$ cat src/rtl/rect_overlay.sv
// Multi-slot rectangle overlay: double-buffered slot registers, per-slot hit test,
// two-stage pipeline that resolves the highest-priority (lowest index) hit to a colour.

module rect_hit #(
    parameter int XW = 10,
    parameter int YW = 9
) (
    input  logic          i_en,
    input  logic          i_outline,
    input  logic [XW-1:0] i_x0,
    input  logic [YW-1:0] i_y0,
    input  logic [XW-1:0] i_w,
    input  logic [YW-1:0] i_h,
    input  logic [XW-1:0] i_px,
    input  logic [YW-1:0] i_py,
    output logic          o_hit
);
    // One extra bit so x0+w never wraps back into the visible range.
    logic [XW:0] w_xe, w_px, w_x0;
    logic [YW:0] w_ye, w_py, w_y0;
    logic        w_inside, w_edge;

    assign w_px = {1'b0, i_px};
    assign w_py = {1'b0, i_py};
    assign w_x0 = {1'b0, i_x0};
    assign w_y0 = {1'b0, i_y0};
    assign w_xe = w_x0 + {1'b0, i_w};
    assign w_ye = w_y0 + {1'b0, i_h};

    assign w_inside = (w_px >= w_x0) && (w_px < w_xe) && (w_py >= w_y0) && (w_py < w_ye);
    assign w_edge   = (w_px == w_x0) || (w_px == w_xe - (XW+1)'(1)) ||
                      (w_py == w_y0) || (w_py == w_ye - (YW+1)'(1));
    assign o_hit    = i_en && w_inside && (!i_outline || w_edge);
endmodule

module rect_overlay #(
    parameter int             NUM_RECT = 4,
    parameter int             XW       = 10,
    parameter int             YW       = 9,
    parameter logic [7:0]     BG_VALUE = 8'd0,
    // Slot index is one bit wider than strictly needed so out-of-range slots are expressible.
    localparam int            SW       = $clog2(NUM_RECT + 1)
) (
    input  logic          cclk,
    input  logic          rstb,
    input  logic          i_wr_valid,
    output logic          o_wr_ready,
    input  logic [SW-1:0] i_wr_slot,
    input  logic          i_wr_en,
    input  logic          i_wr_outline,
    input  logic [XW-1:0] i_wr_x,
    input  logic [YW-1:0] i_wr_y,
    input  logic [XW-1:0] i_wr_w,
    input  logic [YW-1:0] i_wr_h,
    input  logic [7:0]    i_wr_color,
    input  logic          i_frame_start,
    input  logic          i_pix_valid,
    input  logic [XW-1:0] i_x,
    input  logic [YW-1:0] i_y,
    output logic          o_tft_valid,
    output logic [7:0]    o_tft_value
);
    typedef struct packed {
        logic          en;
        logic          outline;
        logic [XW-1:0] x;
        logic [YW-1:0] y;
        logic [XW-1:0] w;
        logic [YW-1:0] h;
        logic [7:0]    color;
    } slot_t;

    slot_t r_pend [NUM_RECT];
    slot_t r_act  [NUM_RECT];
    slot_t w_view [NUM_RECT];
    slot_t w_wr_data;

    logic                         w_wr_fire;
    logic [NUM_RECT-1:0]          w_hit;
    logic [NUM_RECT-1:0]          r_s1_hit;
    logic [NUM_RECT-1:0][7:0]     r_s1_col;
    logic [1:0]                   r_vld_pipe;
    logic [7:0]                   w_sel;
    logic [7:0]                   r_tft_value;

    assign o_wr_ready = rstb & ~i_frame_start;
    assign w_wr_fire  = i_wr_valid & o_wr_ready;
    assign w_wr_data  = '{en: i_wr_en, outline: i_wr_outline, x: i_wr_x, y: i_wr_y,
                          w: i_wr_w, h: i_wr_h, color: i_wr_color};

    always_ff @(posedge cclk) begin
        if (!rstb) begin
            for (int i = 0; i < NUM_RECT; i++) begin
                r_pend[i] <= '0;
                r_act[i]  <= '0;
            end
        end else begin
            for (int i = 0; i < NUM_RECT; i++) begin
                if (w_wr_fire && i_wr_slot == SW'(i))
                    r_pend[i] <= w_wr_data;
            end
            if (i_frame_start)
                r_act <= r_pend;
        end
    end

    // The pixel that arrives with frame_start already belongs to the new frame.
    genvar g;
    generate
        for (g = 0; g < NUM_RECT; g++) begin : g_slot
            assign w_view[g] = i_frame_start ? r_pend[g] : r_act[g];
            rect_hit #(.XW(XW), .YW(YW)) u_hit (
                .i_en     (w_view[g].en),
                .i_outline(w_view[g].outline),
                .i_x0     (w_view[g].x),
                .i_y0     (w_view[g].y),
                .i_w      (w_view[g].w),
                .i_h      (w_view[g].h),
                .i_px     (i_x),
                .i_py     (i_y),
                .o_hit    (w_hit[g])
            );
        end
    endgenerate

    // Colours travel with the hit vector so a commit cannot recolour a pixel in flight.
    always_ff @(posedge cclk) begin
        if (!rstb) begin
            r_s1_hit    <= '0;
            r_s1_col    <= '0;
            r_vld_pipe  <= '0;
            r_tft_value <= BG_VALUE;
        end else begin
            r_s1_hit    <= w_hit & {NUM_RECT{i_pix_valid}};
            for (int i = 0; i < NUM_RECT; i++)
                r_s1_col[i] <= w_view[i].color;
            r_vld_pipe  <= {r_vld_pipe[0], i_pix_valid};
            r_tft_value <= w_sel;
        end
    end

    always_comb begin
        w_sel = BG_VALUE;
        for (int i = NUM_RECT - 1; i >= 0; i--)
            if (r_s1_hit[i]) w_sel = r_s1_col[i];
    end

    assign o_tft_valid = r_vld_pipe[1];
    assign o_tft_value = r_tft_value;
endmodule

$ cat config.mk
export PLATFORM = sky130hd
export DESIGN_NAME = rect_overlay
export DESIGN_NICKNAME = d
export VERILOG_FILES = /design/src/rtl/rect_overlay.sv
export SDC_FILE = /design/constraint.sdc
export NUM_CORES = 1
export LEC_CHECK = 0
export ABC_AREA = 1
export CAP_MARGIN = 20
export CELL_PAD_IN_SITES_DETAIL_PLACEMENT = 0
export CELL_PAD_IN_SITES_GLOBAL_PLACEMENT = 2
export CORE_UTILIZATION = 35
export DETAILED_ROUTE_END_ITERATION = 16
export GPL_ROUTABILITY_DRIVEN = 0
export GPL_TIMING_DRIVEN = 1
export PLACE_DENSITY = 0.81
export SYNTH_ARGS = -nofsm -noshare
export SYNTH_HDL_FRONTEND = slang
export SYNTH_SLANG_ARGS = --single-unit
$ cat constraint.sdc
create_clock -name cclk -period 6.66 [get_ports cclk]
set_clock_uncertainty 0.15 [all_clocks]
set_input_delay 1.998 -clock cclk [delete_from_list [all_inputs] [get_ports cclk]]
set_output_delay 1.998 -clock cclk [all_outputs]
set_load 0.005 [all_outputs]
==> flow_metrics.py <==
metrics = {
    "grt": {
        "top_usage_layer": "met2",
        "grt.overflow.total": 0,
        "grt_pass1_vias": 22000,
        "met2_usage_pct": 36.02,
        "grt_use_met1_pct": 35.97,
        "grt_util_all_layers_pct": 23.84,
        "antenna_found_initial": 7,
        "met3_usage_pct": 3.005,
        "grt_max_degree": 159,
        "grt_pass1_wl_mm": 134.0,
    },
    "place": {
        "placed_cells": 4647,
        "io_buffers": 84,
        "hpwlAfterDp_mm": 62.75,
    },
    "layout": {
        "diodes": 0,
        "areaGrowthSynthToFinish_pct": 13.65,
        "drive_gt1_share_pct": 7.386,
        "num-nets-final": 4073,
        "final_util_pct": 40.53,
        "instances_no_fill": 4731,
        "nFillCells": 7528,
    },
    "logic_synthesis": {
        "syn_avg_cell_area_sq_um": 6.776,
        "yosysTopAreaCell": "dfxtp_1",
        "yosysUniqueCellTypes": 53,
        "yosys_most_used_dff": "dfxtp_1",
        "async_flop_share_pct": 0,
        "syn-num-nets": 4026,
        "netlist_instances": 3711,
        "ys_seq_area_share_pct": 34.24,
        "synth.top_cell.area_share_pct": 34.24,
        "synth_edf_count": 0,
        "synth_commonest_cells": "nand2_1 (850), nor2_1 (681), dfxtp_1 (430), o21ai_0 (339), inv_1 (328)",
        "syn_area_sq_mm": 0.02514,
        "synth-seq-cells": 430,
        "yosysWarnings": 0,
        "synth_area_leaders": "dfxtp_1 (34%), nand2_1 (13%), ha_1 (12%)",
        "synth_most_common_cell": "nand2_1",
    },
    "floorplan": {
        "rows": 97,
        "dieArea_sq_mm": 0.07292,
        "start_util_pct": 35.66,
        "design.portCount": 85,
        "die_h_microns": 270.0,
        "die_x_microns": 270.0,
        "core_sq_mm": 0.07051,
    },
    "timing": {
        "hold_violations": 0,
        "tightestPinTransition_ns": 1.046,
        "setup_viol": 0,
        "fin_tns_setup_ns": 0,
        "fin_crit_sh_pct": 82.73,
        "fmax_mhz": 181.5,
        "rsz0062_at_grt": "no",
        "maxSlewViolCount": 0,
        "slew_headroom_pct": 30.06,
        "fin_crit_ns": 5.510,
    },
    "power_and_ir_drop": {
        "switchingPower_mw": 1.806,
        "power.density_mw_per_mm2": 220.4,
        "leakagePower_nw": 14.40,
        "total_power_mw": 6.297,
        "power.internal_mw": 4.491,
        "p_sw_share_pct": 28.68,
        "pwr-share-seq_pct": 42.1,
        "pwr-share-clk_pct": 41.4,
        "p_comb_share_pct": 16.6,
        "peakVddDrop_uv": 178.6,
    },
    "clock_tree": {
        "cts_buffer_depth": 3,
        "cts_buffers": 49,
        "post_cts_buffers": 0,
        "cts_root_buffer": "clkbuf_16",
        "cts_sinks": 430,
        "cts_resized": 0,
        "cts_tree": "done",
        "cts_htree_levels": 2,
        "hold_buffers": 0,
        "clk_latency_ns": 0.60,
        "path_clk_slew_ns": 0.06,
    },
    "run_status": {
        "status": "completed",
    },
    "routing": {
        "vias": 23400,
        "first_pass_iters": 5,
        "drc": 0,
        "viasPerCell": 4.945,
        "drt_iter0_markers": 1720,
        "detail-route-antenna-nets": 0,
        "wl_per_cell_microns": 18.55,
        "routed_wl_mm": 87.78,
    },
    "min_path": {
        "hold_path_class": "reg -> reg",
    },
    "setup_path": {
        "criticalPathCategory": "in -> reg",
        "cp-end-kind": "flip-flop",
        "cp-start-kind": "input port",
        "cp.required_ns": 7.05,
        "worst-path-max-fanout": 41,
        "arrival_ns": 5.89,
    },
    "flow_run": {
        "cap_violations": 0,
    },
}
==> cell type report <==
type	instances	area (sq um)	area share [%]
clock inverters	14	110.1	0.3853
repair buffers	130	1239	4.335
inverters	338	1279	4.475
well taps	940	1176	4.116
flip-flops and latches	430	8608	30.12
clock buffers	70	1405	4.917
multi-input cells	2809	14760	51.65
==> placed cells by master, fill, tap and decap left out, types with 12 or more instances in the layout <==
master           count
a21oi_1            208
buf_4               42
clkbuf_16           49
clkdlybuf4s50_1     82
dfxtp_1            430
ha_1               232
inv_1              325
nand2_1            850
nand2_2             26
nand3_1            183
nand3b_1            20
nand4_1             46
nor2_1             681
nor2_2              12
nor3_1              13
o21ai_0            339
o21ai_1             12
or2_2               73
xnor2_1             13
==> worst max-delay path, stage by stage <==
cell      delay, ns
buf_6          0.22
inv_6          0.16
buf_12         0.22
or2_2          0.29
o21ai_0        0.20
inv_1          0.15
ha_1           0.44
nand2_1        0.11
nand2_1        0.09
inv_2          0.07
nand2_2        0.07
nand2_1        0.12
nand2_1        0.08
nand2_1        0.08
nand2_2        0.11
ha_1           0.31
nand2_1        0.06
nor2_1         0.04
a211oi_1       0.15
o21ai_0        0.13
a21oi_1        0.19
nand2_1        0.08
a31oi_1        0.16
nor2_1         0.09
nor2_1         0.10
nand2_1        0.07
inv_1          0.05
==> state kept, by name, summed over array words and instances (netlist names) <==
name,cells
o_tft_value,8
r_s1_col,32
r_pend,192
r_s1_hit,4
r_act,192
r_vld_pipe,2
==> final timing paths <==
kind | slack (ns) | start | cells after the start | endpoint
min reg2reg | 0.26 | r_vld_pipe[0] | 2 | r_vld_pipe[1]
min | 0.26 | r_vld_pipe[0] | 2 | r_vld_pipe[1]
max | 1.15 | i_frame_start | 27 | r_s1_hit[3]
max reg2reg | 2.89 | r_pend[38] | 24 | r_s1_hit[3]
==> through the flow <==
stage / hold WS, ns / cell area, sq um / worst slack (ns)
after detailed placement: 0.2466 / 27060 / 0.6120
after floorplan: 0.2405 / 25140 / 1.016
after global routing: 0.2888 / 28580 / 0.8774
after global placement: 0.2465 / 27060 / 0.6352
final: 0.2590 / 28580 / 1.150
after CTS: 0.2612 / 28580 / 1.219
==> kinds of logic (layout without fill, tap and decap cells) <==
logic type,Yosys count,count (layout),share of synthesized area [%]
simple gates,1932,1932,32.44
xor+xnor,27,27,1.194
compound gates,607,607,12.63
fa+ha+maj,240,240,12.18
flops,430,430,34.24
buf+inv,472,552,7.195
mux,3,3,0.1194
==> per-layer routing <==
| metal | vias up | wire length [microns] |
|---|---|---|
| met1 | 10730 | 45180 |
| met4 | 8 | 1438 |
| met5 | - | 53 |
| li1 | 12090 | - |
| met2 | 471 | 36750 |
| met3 | 91 | 4362 |
==> power groups by stage <==
stage | sequential, mW | clock [mW] | combinational (mW)
6_report | 2.65 | 2.60 | 1.04
3_5_place_dp | 2.71 | 0 | 1.04
3_3_place_gp | 2.71 | 0 | 1.04
2_1_floorplan | 2.70 | 0 | 0.684
4_1_cts | 2.65 | 2.67 | 1.05
5_1_grt | 2.65 | 2.78 | 1.19
Note: power is estimated with default switching activity, not from simulation.
